==> config.mk <==
export PLATFORM = sky130hd
export DESIGN_NAME = aes_round_ctrl
export DESIGN_NICKNAME = d
export VERILOG_FILES = /design/src/rtl/aes_pkg.sv /design/src/rtl/aes_rcon_gen.sv /design/src/rtl/aes_round_ctrl.sv
export SDC_FILE = /design/constraint.sdc
export NUM_CORES = 1
export LEC_CHECK = 0
export ABC_CLOCK_PERIOD_IN_PS = 1750
export CORE_MARGIN = 2
export CORE_UTILIZATION = 44
export DETAILED_ROUTE_END_ITERATION = 16
export PLACE_DENSITY_LB_ADDON = 0.1
export RECOVER_POWER = 100
export SLEW_MARGIN = 20
export SYNTH_ARGS = -nofsm -noshare
export SYNTH_HDL_FRONTEND = slang
export SYNTH_HIERARCHICAL = 1
export SYNTH_SLANG_ARGS = --single-unit
==> constraint.sdc <==
create_clock -name int_osc -period 1.75 [get_ports int_osc]
set_clock_uncertainty 0.15 [all_clocks]
set_input_delay 0.35 -clock int_osc [delete_from_list [all_inputs] [get_ports int_osc]]
set_output_delay 0.35 -clock int_osc [all_outputs]
set_load 0.01 [all_outputs]
==> src/rtl/aes_pkg.sv <==
// Shared types and constants for the AES round controller.
// Optional build macro AES_KEYWAIT_EN (see aes_round_ctrl) adds the KEY state.
package aes_pkg;

    typedef enum logic [2:0] {
        IDLE,
        INIT,
        KEY,
        ROUND,
        FINAL,
        DONE
    } aes_state_e;

    localparam logic [7:0] RCON_INIT   = 8'h01;
    localparam logic [7:0] RCON_POLY   = 8'h1B;
    localparam int         NROUNDS_128 = 10;

    // GF(2^8) multiply by x, reduced by the AES polynomial.
    function automatic logic [7:0] xtime(input logic [7:0] b);
        return {b[6:0], 1'b0} ^ (b[7] ? RCON_POLY : 8'h00);
    endfunction

endpackage

==> src/rtl/aes_rcon_gen.sv <==
// Round-constant register: clears to 0x00, first step loads 0x01, later steps apply xtime.
module aes_rcon_gen
    import aes_pkg::*;
(
    input  logic       clk_i,
    input  logic       clear_i,
    input  logic       step_i,
    output logic [7:0] rcon_o
);

    logic [7:0] rcon_q, rcon_d;

    always_comb begin
        rcon_d = rcon_q;
        if (clear_i) begin
            rcon_d = 8'h00;
        end else if (step_i) begin
            rcon_d = (rcon_q == 8'h00) ? RCON_INIT : xtime(rcon_q);
        end
    end

    // NOTE: no reset branch here; the parent asserts clear_i while reset is low.
    always_ff @(posedge clk_i) begin
        rcon_q <= rcon_d;
    end

    assign rcon_o = rcon_q;

endmodule

==> src/rtl/aes_round_ctrl.sv <==
// AES round sequencer: drives load/state/key enables, round index and rcon.
// Define AES_KEYWAIT_EN to insert a KEY cycle before every ROUND and FINAL cycle.
module aes_round_ctrl
    import aes_pkg::*;
#(
    parameter int NROUNDS = NROUNDS_128
) (
    input  logic       int_osc,
    input  logic       reset,
    input  logic       start,
    output logic       load_en,
    output logic       state_en,
    output logic       mix_bypass,
    output logic       key_en,
    output logic [7:0] rcon,
    output logic [3:0] round,
    output logic       busy,
    output logic       done
);

`ifdef AES_KEYWAIT_EN
    localparam logic KEY_WITH_ROUND = 1'b0;
`else
    localparam logic KEY_WITH_ROUND = 1'b1;
`endif

    aes_state_e state_q, state_d;
    logic [3:0] round_q, round_d;
    logic       rcon_clear, rcon_step;

    // NOTE: non-blocking assignments so every register samples pre-edge values.
    always_ff @(posedge int_osc) begin
        if (!reset) begin
            state_q <= IDLE;
            round_q <= 4'd0;
        end else begin
            state_q <= state_d;
            round_q <= round_d;
        end
    end

    // NOTE: defaults first so no path through this block can infer a latch.
    always_comb begin
        state_d = state_q;
        round_d = round_q;
        unique case (state_q)
            IDLE: begin
                round_d = 4'd0;
                if (start) state_d = INIT;
            end
            INIT: begin
                round_d = 4'd1;
`ifdef AES_KEYWAIT_EN
                state_d = KEY;
`else
                state_d = ROUND;
`endif
            end
`ifdef AES_KEYWAIT_EN
            KEY:   state_d = (round_q == 4'(NROUNDS)) ? FINAL : ROUND;
            ROUND: begin
                state_d = KEY;
                round_d = round_q + 4'd1;
            end
`else
            ROUND: begin
                round_d = round_q + 4'd1;
                if (round_q == 4'(NROUNDS - 1)) state_d = FINAL;
            end
`endif
            FINAL: state_d = DONE;
            DONE: begin
                state_d = IDLE;
                round_d = 4'd0;
            end
            default: begin
                state_d = IDLE;
                round_d = 4'd0;
            end
        endcase
    end

    // rcon advances on entry to the cycle that consumes it (KEY when key-wait is built in).
    always_comb begin
        rcon_clear = !reset || (state_d == IDLE) || (state_d == INIT) || (state_d == DONE);
`ifdef AES_KEYWAIT_EN
        rcon_step  = (state_d == KEY);
`else
        rcon_step  = (state_d == ROUND) || (state_d == FINAL);
`endif
    end

    aes_rcon_gen u_rcon_gen (
        .clk_i   (int_osc),
        .clear_i (rcon_clear),
        .step_i  (rcon_step),
        .rcon_o  (rcon)
    );

    always_comb begin
        load_en    = 1'b0;
        state_en   = 1'b0;
        mix_bypass = 1'b0;
        key_en     = 1'b0;
        busy       = 1'b0;
        done       = 1'b0;
        round      = round_q;
        unique case (state_q)
            INIT: begin
                load_en = 1'b1;
                busy    = 1'b1;
            end
            KEY: begin
                key_en = 1'b1;
                busy   = 1'b1;
            end
            ROUND: begin
                state_en = 1'b1;
                key_en   = KEY_WITH_ROUND;
                busy     = 1'b1;
            end
            FINAL: begin
                state_en   = 1'b1;
                key_en     = KEY_WITH_ROUND;
                mix_bypass = 1'b1;
                busy       = 1'b1;
            end
            DONE:    done = 1'b1;
            default: ;
        endcase
    end

endmodule

==> impl_metrics.yaml <==
global_route:
  grt.total_usage_pct: 18.3
  grt_max_degree: 11
  grt_overflow: 0
  antenna_found_initial: 0
  grt_pass1_wl_um: 2680
  grt_pass1_vias: 695
sta:
  finalHoldViolCount: 0
  tightest_slew_ns: 0.294
  final-setup-viol-count: 0
  fin_crit_ns: 1.74
  rsz0062_at_grt: "true"
  final_max_slew_viol_count: 0
  final.setup.worst_slack_ns: 0.0135
  fin_crit_sh_pct: 99.2
  relSlewSlack_pct: 79.9
  hold_ws_ns: 0.366
  clock.fmax_mhz: 576
yosys:
  syn_area_per_cell_um2: 9.05
  synth-seq-cells: 15
  yosys_warnings: 6
  synthCells: 78
  synth_top_family_by_area: "simple AND/OR/NAND/NOR gates"
  muxShareOfSynthArea_pct: 5.67
  synthXorXnorAreaFrac_pct: 4.96
  synthAdderAreaFrac_pct: 3.55
  synth_compound_area_share_pct: 16.0
  syn-cell-area_um2: 706
  synthSimpleGateAreaFrac_pct: 21.6
  syn_nets: 83
  yosysUniqueCellTypes: 32
  synth_seq_area_share_pct: 42.6
setup_path:
  critPathKind: "register to output pin"
  reg2reg_to: "u_rcon_gen/rcon_o[3]"
  worst_setup_path_start_kind: "register"
  r2r_start: "state_q[2]"
  critPathMaxFanout: 4
  worstPathArrival_ns: 1.24
  required_ns: 1.25
  ff2ff_setup_slack_ns: 0.04
  cp-end-kind: "output pin"
  r2r_cells: 7
clock_tree:
  clk_latency_ns: 0.27
  cts-root-buf: "clkbuf_4"
  post_cts_buffers: 0
  clock_sinks: 15
  cts_buffer_depth: 2
  ctsHoldBuffers: 0
  htree_levels: 1
  cts_tree: "yes"
  cts_buffers: 3
  path_clk_slew_ns: 0.08
place:
  dp_hpwl_um: 1200
  dp.cells: 122
  place_area_um2: 995
  place_ws_ns: -0.103
  place.gp.congestion: 0.774
  port_buffers: 20
hold_path:
  min_to: "round[3]"
  hold_path.class: "register to register"
  min_path_cells: 2
  hp-start: "round[3]"
die:
  dieArea_um2: 1940
  dieWidth_um: 44.0
  die_h_um: 44.0
  initial_core_util_pct: 46.8
  io_pins: 21
  core_area_um2: 1510
  num_rows: 14
cells_and_area:
  finish.net_count: 116
  areaGrowthSynthToFinish_pct: 43.3
  stdcell_count: 126
  antennaDiodeCount: 0
  design_area_um2: 1010
  drive_above_1_share_pct: 37.3
routing:
  wl_per_cell_um: 12.6
  drtPass1Iterations: 3
  viasPerCell: 5.17
  postRouteAntennaNets: 0
  drt_wl_total_um: 1590
  drc_errors: 0
  num_vias: 652
  drtIter0Drc: 1
power_and_ir_drop:
  p_per_area_nw_per_um2: 634
  peakVddDrop_mv: 0.365
  leakage_uw: 0.000423
run:
  cap_violations: 0
run_status:
  status: "complete, no violations"
-- sequential cells by signal, indices dropped and copies added (netlist names) --
signal and count:
round 4, state_q 3, u_rcon_gen/rcon_o 8
-- through the flow --
stage	utilization (%)	TNS, ns	total power (uW)
final	67.1	0	641
after global routing	67.1	-0.116	672
after CTS	67.9	0	656
after detailed placement	66.0	-0.234	464
after global placement	66.0	-0.165	462
after floorplan	-	0	415
-- report_power, final --
part	total [uW]	switching [uW]	internal [uW]
Clock	188	99.9	88.2
Sequential	357	7.75	350
Combinational	95.9	48.9	47.1
-- cell type report --
cell class | count | area [um2]
repair buffers | 32 | 262
well taps | 16 | 20.0
inverters | 5 | 18.8
flip-flops and latches | 15 | 317
fillers | 149 | 495
multi-input cells | 54 | 368
clock buffers | 4 | 26.3
-- cell usage after synthesis --
master / count / share of area, %
a2111oi_0: 1 / 1.2
a211oi_1: 3 / 3.2
a211oi_2: 1 / 1.8
a21oi_1: 2 / 1.4
a22oi_1: 1 / 1.1
a2bb2oi_1: 1 / 1.2
a31oi_1: 2 / 1.8
and2_1: 1 / 0.89
and3_2: 1 / 1.1
buf_1: 1 / 0.53
buf_2: 1 / 0.71
buf_4: 1 / 1.1
clkbuf_2: 1 / 0.71
dfxtp_1: 15 / 43
ha_1: 2 / 3.5
inv_1: 4 / 2.1
inv_2: 1 / 0.53
mux2i_1: 4 / 5.7
nand2_1: 4 / 2.1
nand2b_1: 1 / 0.89
nand3_1: 1 / 0.71
nand3b_1: 2 / 2.1
nand4_1: 1 / 0.89
nor2_1: 12 / 6.4
nor3_1: 3 / 2.1
nor4_2: 1 / 1.8
o211a_1: 2 / 2.8
o21ai_0: 1 / 0.71
o21ai_1: 1 / 0.71
or3b_4: 1 / 1.6
or4_1: 1 / 1.1
xnor2_1: 4 / 5.0
-- kinds of logic (layout without fill, tap and decap cells) --
family | Yosys count | count (layout)
buffers and inverters | 9 | 41
and+or+nand+nor | 29 | 29
muxes | 4 | 4
AOI/OAI and AO/OA | 15 | 15
adders and majority gates | 2 | 2
DFF | 15 | 15
xor gates and xnor gates | 4 | 4
-- placed cells by master (no fill, tap or decap), types with 2 or more instances in the layout --
cell type,netlist,final
a211oi_1,3,3
a21oi_1,2,2
a31oi_1,2,2
buf_2,1,4
buf_4,1,10
clkbuf_2,1,3
clkbuf_4,0,3
clkdlybuf4s50_1,0,13
dfxtp_1,15,2
dfxtp_2,0,13
ha_1,2,2
inv_1,4,3
inv_2,1,2
mux2i_1,4,4
nand2_1,4,4
nand3b_1,2,2
nor2_1,12,11
nor3_1,3,3
o211a_1,2,2
o21ai_1,1,2
xnor2_1,4,4
-- repair_timing --
| action | 4_1_cts | 5_1_grt |
|---|---|---|
| pin swaps | 1 | 0 |
| gates resized for setup | 31 | 9 |
| endpoints found under the setup margin | 12 | 9 |
-- per-layer routing --
layer  up-vias  wire (um)  global-route usage, %
li1        336          -                      -
met1       297        712                   19.9
met2        17        777                   33.8
met3         2         89                   2.86
met4         0         10                   9.09
met5         -          0                      0
-- critical path: stages, from the launching register on --
cell     delay (ns)
dfxtp_2        0.33
or3b_4         0.42
o21ai_1        0.08
buf_2          0.14
-- how the worst max path moves through the flow --
stage | slack, ns | from | cells after the start | to
6_report | 0.01 | state_q[0] | 3 | key_en
5_1_grt | -0.03 | state_q[0] | 3 | key_en
4_1_cts | 0.002 | round[3] | 1 | round[3]
3_5_place_dp | -0.10 | state_q[1] | 3 | key_en
3_3_place_gp | -0.09 | state_q[1] | 3 | key_en
2_1_floorplan | 0.27 | state_q[1] | 3 | key_en
No activity file was read; power rests on OpenSTA's default activity.
